## src/rtl/piso_pkg.sv

```systemverilog
// rtl/piso_pkg.sv - shared state type and constants for the PISO serializer
package piso_pkg;

  typedef enum logic [1:0] {
    IDLE   = 2'd0,
    SHIFT  = 2'd1,
    PARITY = 2'd2
  } state_t;

  localparam logic IDLE_LEVEL_DEFAULT = 1'b0;

  function automatic int cnt_w(input int width);
    return (width > 1) ? $clog2(width) : 1;
  endfunction

endpackage

```

## src/rtl/piso_serializer_if.sv

```systemverilog
// rtl/piso_serializer_if.sv - load handshake and serial line bundle for the PISO serializer
interface piso_serializer_if #(
  parameter int WIDTH = 8
);
  logic             in_valid;
  logic             in_ready;
  logic [WIDTH-1:0] in_data;
  logic             shift_en;
  logic             ser_out;
  logic             ser_valid;
  logic             ser_last;
  logic             busy;

  modport master (
    output in_valid, in_data, shift_en,
    input  in_ready, ser_out, ser_valid, ser_last, busy
  );

  modport slave (
    input  in_valid, in_data, shift_en,
    output in_ready, ser_out, ser_valid, ser_last, busy
  );
endinterface

```

## src/rtl/piso_shift_reg.sv

```systemverilog
// rtl/piso_shift_reg.sv - word holding register; exposes the first bit of a new word and the next bit to present
module piso_shift_reg #(
  parameter int WIDTH     = 8,
  parameter bit MSB_FIRST = 1'b1
) (
  input  logic             clk,
  input  logic             rst,
  input  logic             load,
  input  logic             shift,
  input  logic [WIDTH-1:0] load_data,
  output logic             first_bit,
  output logic             next_bit
);

  logic [WIDTH-1:0] sr;

  always_ff @(posedge clk or posedge rst) begin
    if (rst) begin
      sr <= '0;
    end else if (load) begin
      sr <= load_data;
    end else if (shift) begin
      sr <= MSB_FIRST ? {sr[WIDTH-2:0], 1'b0} : {1'b0, sr[WIDTH-1:1]};
    end
  end

  // The head bit is already on ser_out, so the bit to present next sits one position in.
  assign first_bit = MSB_FIRST ? load_data[WIDTH-1] : load_data[0];
  assign next_bit  = MSB_FIRST ? sr[WIDTH-2] : sr[1];

endmodule

```

## src/rtl/piso_serializer.sv

```systemverilog
// rtl/piso_serializer.sv - parallel-in/serial-out serializer with gapless reload
// Optional even-parity trailer bit under `define PIS_PARITY_EN.
module piso_serializer
  import piso_pkg::*;
#(
  parameter int WIDTH      = 8,
  parameter bit MSB_FIRST  = 1'b1,
  parameter bit IDLE_LEVEL = IDLE_LEVEL_DEFAULT
) (
  input logic             clk,
  input logic             rst,
  piso_serializer_if.slave bus
);

  localparam int               CNT_W    = cnt_w(WIDTH);
  localparam logic [CNT_W-1:0] LAST_CNT = CNT_W'(WIDTH - 1);

  state_t           state;
  logic [CNT_W-1:0] bit_cnt;
  logic             accept;
  logic             advance;
  logic             first_bit;
  logic             next_bit;
`ifdef PIS_PARITY_EN
  logic             parity;
`endif

  // Ready during the last bit's consuming cycle lets the next word follow with no bubble.
  assign bus.in_ready = (state == IDLE) || (bus.ser_last && bus.shift_en);
  assign bus.busy     = (state != IDLE);
  assign accept       = bus.in_valid && bus.in_ready;
  assign advance      = (state == SHIFT) && bus.shift_en && !accept;

  piso_shift_reg #(
    .WIDTH     (WIDTH),
    .MSB_FIRST (MSB_FIRST)
  ) u_shift_reg (
    .clk       (clk),
    .rst       (rst),
    .load      (accept),
    .shift     (advance),
    .load_data (bus.in_data),
    .first_bit (first_bit),
    .next_bit  (next_bit)
  );

  always_ff @(posedge clk or posedge rst) begin
    if (rst) begin
      state         <= IDLE;
      bit_cnt       <= '0;
      bus.ser_out   <= IDLE_LEVEL;
      bus.ser_valid <= 1'b0;
      bus.ser_last  <= 1'b0;
`ifdef PIS_PARITY_EN
      parity        <= 1'b0;
`endif
    end else if (accept) begin
      state         <= SHIFT;
      bit_cnt       <= '0;
      bus.ser_out   <= first_bit;
      bus.ser_valid <= 1'b1;
      bus.ser_last  <= 1'b0;
`ifdef PIS_PARITY_EN
      parity        <= ^bus.in_data;
`endif
    end else if (advance) begin
`ifdef PIS_PARITY_EN
      if (bit_cnt == LAST_CNT) begin
        state        <= PARITY;
        bit_cnt      <= '0;
        bus.ser_out  <= parity;
        bus.ser_last <= 1'b1;
      end else begin
        bit_cnt      <= bit_cnt + 1'b1;
        bus.ser_out  <= next_bit;
      end
`else
      if (bus.ser_last) begin
        state         <= IDLE;
        bit_cnt       <= '0;
        bus.ser_out   <= IDLE_LEVEL;
        bus.ser_valid <= 1'b0;
        bus.ser_last  <= 1'b0;
      end else begin
        bit_cnt       <= bit_cnt + 1'b1;
        bus.ser_out   <= next_bit;
        bus.ser_last  <= (bit_cnt == LAST_CNT - 1'b1);
      end
`endif
    end
`ifdef PIS_PARITY_EN
    else if ((state == PARITY) && bus.shift_en) begin
      state         <= IDLE;
      bus.ser_out   <= IDLE_LEVEL;
      bus.ser_valid <= 1'b0;
      bus.ser_last  <= 1'b0;
    end
`endif
  end

endmodule

```

## src/flat_wrapper.sv

```systemverilog
// flat-port wrapper written by rule: the top's interface ports become plain ports
module piso_serializer_flat import piso_pkg::*;
#(
  parameter int WIDTH      = 8,
  parameter bit MSB_FIRST  = 1'b1,
  parameter bit IDLE_LEVEL = IDLE_LEVEL_DEFAULT
)
  (clk, rst, bus_in_valid, bus_in_data, bus_shift_en, bus_in_ready, bus_ser_out, bus_ser_valid, bus_ser_last, bus_busy);
  piso_serializer_if #(.WIDTH(WIDTH)) bus_i ();
  input logic clk;
  input logic rst;
  input wire logic [$bits(bus_i.in_valid)-1:0] bus_in_valid;
  input wire logic [$bits(bus_i.in_data)-1:0] bus_in_data;
  input wire logic [$bits(bus_i.shift_en)-1:0] bus_shift_en;
  output wire logic [$bits(bus_i.in_ready)-1:0] bus_in_ready;
  output wire logic [$bits(bus_i.ser_out)-1:0] bus_ser_out;
  output wire logic [$bits(bus_i.ser_valid)-1:0] bus_ser_valid;
  output wire logic [$bits(bus_i.ser_last)-1:0] bus_ser_last;
  output wire logic [$bits(bus_i.busy)-1:0] bus_busy;
  assign bus_i.in_valid = bus_in_valid;
  assign bus_i.in_data = bus_in_data;
  assign bus_i.shift_en = bus_shift_en;
  assign bus_in_ready = bus_i.in_ready;
  assign bus_ser_out = bus_i.ser_out;
  assign bus_ser_valid = bus_i.ser_valid;
  assign bus_ser_last = bus_i.ser_last;
  assign bus_busy = bus_i.busy;
  piso_serializer #(.WIDTH(WIDTH), .MSB_FIRST(MSB_FIRST), .IDLE_LEVEL(IDLE_LEVEL)) u_core (.clk(clk), .rst(rst), .bus(bus_i));
endmodule
```

## config.mk

```make
export PLATFORM = sky130hd
export DESIGN_NAME = piso_serializer_flat
export DESIGN_NICKNAME = d
export VERILOG_FILES = /design/src/rtl/piso_pkg.sv /design/src/rtl/piso_serializer_if.sv /design/src/rtl/piso_shift_reg.sv /design/src/rtl/piso_serializer.sv /design/src/flat_wrapper.sv
export SDC_FILE = /design/constraint.sdc
export NUM_CORES = 1
export LEC_CHECK = 0
export CAP_MARGIN = 10
export CORE_ASPECT_RATIO = 0.6
export CORE_MARGIN = 2
export CORE_UTILIZATION = 30
export CTS_CLUSTER_DIAMETER = 30
export CTS_CLUSTER_SIZE = 8
export DETAILED_ROUTE_END_ITERATION = 12
export GPL_TIMING_DRIVEN = 0
export PLACE_DENSITY_LB_ADDON = 0.08
export SETUP_SLACK_MARGIN = 0.4
export SYNTH_ARGS = -nofsm -noshare
export SYNTH_HDL_FRONTEND = slang
export SYNTH_SLANG_ARGS = --single-unit
```

## constraint.sdc

```tcl
create_clock -name clk -period 1.9 [get_ports clk]
set_input_delay 0.475 -clock clk [delete_from_list [all_inputs] [get_ports clk]]
set_output_delay 0.475 -clock clk [all_outputs]
set_load 0.02 [all_outputs]
```

==> results.md <==
* Outcome: completed
* Number of antenna violations at the first check in global routing at 0
* Cell area power density at 1103 nW/um^2
* Switching power at 343.4 uW
* Share of layout cells above drive strength 1 at 25.29%
* Number of flops mapped to enable cells by yosys at 0
* Number of max-cap violations at 0
* Net switching share of the total power at 34.59%
* Number of library cell types mapped by synthesis at 24
* Yosys warning count at 0
* Nets at 102
* Final hold violations at 0
* Clock root cell: sky130_fd_sc_hd__clkbuf_4
* Pleak at 0.0004245 uW
* Total GRT Usage at 13.82%
* Worst voltage drop across the vdd grid at 0.0004518 V
* RSZ-0062 raised after global routing: true
* Register area share after synthesis at 50.19%
* Number of cells produced by synthesis at 63
* Final critical-path required period at 1.598 ns
* Htree depth at 1
* Final worst slack at 0.3021 ns
* Setup tns final at 0 ns
* Highest net fanout along the worst path at 5
* # port buffers at 15
* Count of nets left with antenna violations after detail routing at 0
* F_max at 625.8 MHz
* Hold-fix buffer count after cts at 0
* Required arrival time at the worst endpoint at 1.42 ns
* Setup Skew at 0.001099 ns
* Number of diodes added for antenna fixing at 0
* Wire length after detailed routing at 1.488 mm
* Fraction of registers with async set or reset after synthesis at 100.0%
* Post-Syn Nets at 77
* Die footprint at 2561 sq um
* Maximum root-to-sink buffer count at 2
* First-pass GRT wire length at 2.539 mm
* Pin count of the biggest net entering global routing at 14
* HPWL after detailed placement at 1.004 mm
* Final setup violation count at 0
* Flip-flop and latch count after synthesis at 13
* Summed instance area of the synthesized netlist at 648.1 sq um
* Number of placed instances, taps included at 106
* Fraction of power consumed by combinational cells at 38.6%
* Finished layout cell area at 899.6 sq um
* Clock transition time at the flip-flop clock pins of the worst setup and hold paths at 0.08 ns
* Data arrival, critical path at 1.12 ns
* Initial standard-cell utilization of the core at 33.46%
* Chip width at 64.01 um
* Prevailing post-synth register cell: sky130_fd_sc_hd__dfrtp_1
* Slew headroom at 64.57%
* Post-detailed-route wirelength per cell at 12.94 um
* Io pins at 17
* Initial drt markers at 10
* Worst setup slack after placement at -0.5833 ns
* Synthesized area per cell at 10.29 sq um
* Detailed Routing Iterations Pass 1 at 4
* Tightest Hold Check Type: input pin to register
* Cts bufs inserted at 3
* Int Pwr at 649.3 uW
* Growth of design area from synthesis to finish at 38.80%
* Placer congestion estimate at 0.7527
* DIE HEIGHT at 40.01 um
* Total number of vias at 535
* Vias in the first global route at 525
* Post-detailed-route via-to-cell ratio at 4.652
* Clock latency reported for the late side of the worst-skew pair at 0.27 ns
* TritonCTS sink count at 13
* Post-DP Area at 833.3 sq um
* Slew at the pin closest to its max-slew limit at 0.5309 ns
* Startpoint kind of the worst setup timing path: register
* Number of filler cells placed in the layout at 193
* Clock tree from TritonCTS: yes
* Number of design rule violations left after detail routing at 0
* Category of the critical setup timing path: register to primary output
* Sequential group share of total power at 44.2%
* Finished Layout Cells at 115
* Floorplan row count at 12
* Number of pins with negative max-slew slack in the final report at 0
* Final period utilization at 84.10%
* Portion of total power attributed to the clock network at 17.1%
* Kind of end point of the critical path: primary output
* Gr ovfl total at 0
* Placeable core area at 1937 sq um
metrics by stage:
step | utilization (%) | hold WS [ns] | power [uW]
floorplan | - | 0.3520 | 664.7
global placement | 43.02 | 0.5088 | 788.5
detailed placement | 43.02 | 0.5183 | 797.6
CTS | 45.03 | 0.5343 | 979.9
global route | 46.45 | 0.5424 | 1078
finish | 46.45 | 0.5195 | 992.7
cell usage in the layout (no fill, tap or decap), types with 2 or more instances in the layout:
cell / synthesis / final
sky130_fd_sc_hd__clkdlybuf4s50_1: 0 / 9
sky130_fd_sc_hd__dfrtp_1: 13 / 11
sky130_fd_sc_hd__buf_4: 1 / 4
sky130_fd_sc_hd__dfrtp_2: 0 / 2
sky130_fd_sc_hd__ha_1: 2 / 2
sky130_fd_sc_hd__clkbuf_4: 0 / 3
sky130_fd_sc_hd__buf_2: 3 / 4
sky130_fd_sc_hd__mux2i_1: 6 / 6
sky130_fd_sc_hd__nand3_1: 8 / 8
sky130_fd_sc_hd__inv_1: 2 / 2
sky130_fd_sc_hd__clkbuf_1: 1 / 2
sky130_fd_sc_hd__nand2_1: 4 / 4
sky130_fd_sc_hd__o21ai_1: 8 / 8
sky130_fd_sc_hd__nor2_1: 2 / 2
sky130_fd_sc_hd__buf_6: 0 / 5
critical path, cell delays in order (launching register included):
cell and delay, ns:
sky130_fd_sc_hd__dfrtp_2 0.41, sky130_fd_sc_hd__a21bo_1 0.19, sky130_fd_sc_hd__buf_6 0.13, sky130_fd_sc_hd__buf_6 0.12
worst paths after layout:
kind | start | end | slack (ns) | cells past startpoint
max | u_core.bus.ser_last$_DFFE_PP0P_ | bus_in_ready | 0.30 | 3
min | bus_shift_en | u_core.bus.ser_last$_DFFE_PP0P_ | 0.52 | 3
max reg2reg | u_core.state[0]$_DFFE_PP0P_ | u_core.u_shift_reg.sr[1]$_DFFE_PP0P_ | 0.43 | 6
min reg2reg | u_core.bus.ser_out$_DFFE_PP0P_ | u_core.bus.ser_out$_DFFE_PP0P_ | 0.54 | 2
max in group asynchronous | rst | u_core.state[0]$_DFFE_PP0P_ | 0.99 | 2
min in group asynchronous | rst | u_core.bit_cnt[0]$_DFFE_PP0P_ | 0.53 | 2
final cells by class:
class	instances	area (sq um)	share of cell area [%]
flip-flops and latches	13	327.8	36.44
inverters	2	7.507	0.8345
clock buffers	4	26.28	2.921
plain buffers	5	32.53	3.616
repair buffers	20	181.4	20.17
multi-input cells	43	289.0	32.13
well taps	28	35.03	3.894
power by group through the flow:
| stage | registers [uW] | logic [uW] | clock network (uW) |
|---|---|---|---|
| CTS | 438 | 365 | 176 |
| floorplan | 454 | 210 | 0 |
| finish | 439 | 383 | 170 |
| detailed placement | 453 | 345 | 0 |
| global placement | 451 | 338 | 0 |
| global route | 449 | 436 | 192 |
flip-flops by register name (all words and copies together) (netlist names):
register	cells
u_core.u_shift_reg.sr	7
u_core.bus.ser_last	1
u_core.state	1
u_core.bit_cnt	3
u_core.bus.ser_out	1
synth_stat cells (2+ instances only):
library cell	number	area share [%]
sky130_fd_sc_hd__dfrtp_1	13	50
sky130_fd_sc_hd__inv_1	2	1.2
sky130_fd_sc_hd__mux2i_1	6	9.3
sky130_fd_sc_hd__ha_1	2	3.9
sky130_fd_sc_hd__nand3_1	8	6.2
sky130_fd_sc_hd__nand2_1	4	2.3
sky130_fd_sc_hd__buf_2	3	2.3
sky130_fd_sc_hd__o21ai_1	8	6.2
sky130_fd_sc_hd__nor2_1	2	1.2
layer usage:
layer / share of wire, % / track usage (%)
met3: 4.9 / 5.618
met4: 0 / 4.348
met2: 40 / 21.09
met5: 0 / 0
met1: 55 / 18.20
kinds of logic after synthesis:
| kind of cell | after synthesis | synth area share, % |
|---|---|---|
| compound gates | 15 | 14.29 |
| fa+ha+maj | 2 | 3.860 |
| buf+inv | 7 | 5.212 |
| flops | 13 | 50.19 |
| mux | 6 | 9.267 |
| simple gates | 20 | 17.18 |
timing repair:
| item | in CTS | in global routing |
|---|---|---|
| gates cloned | 0 | 0 |
| pin swaps | 1 | 1 |
| endpoints found under the setup margin | 10 | 2 |
| buffers inserted | 3 | 2 |
| gates resized for setup | 24 | 6 |
(Power assumes the default switching activity.)
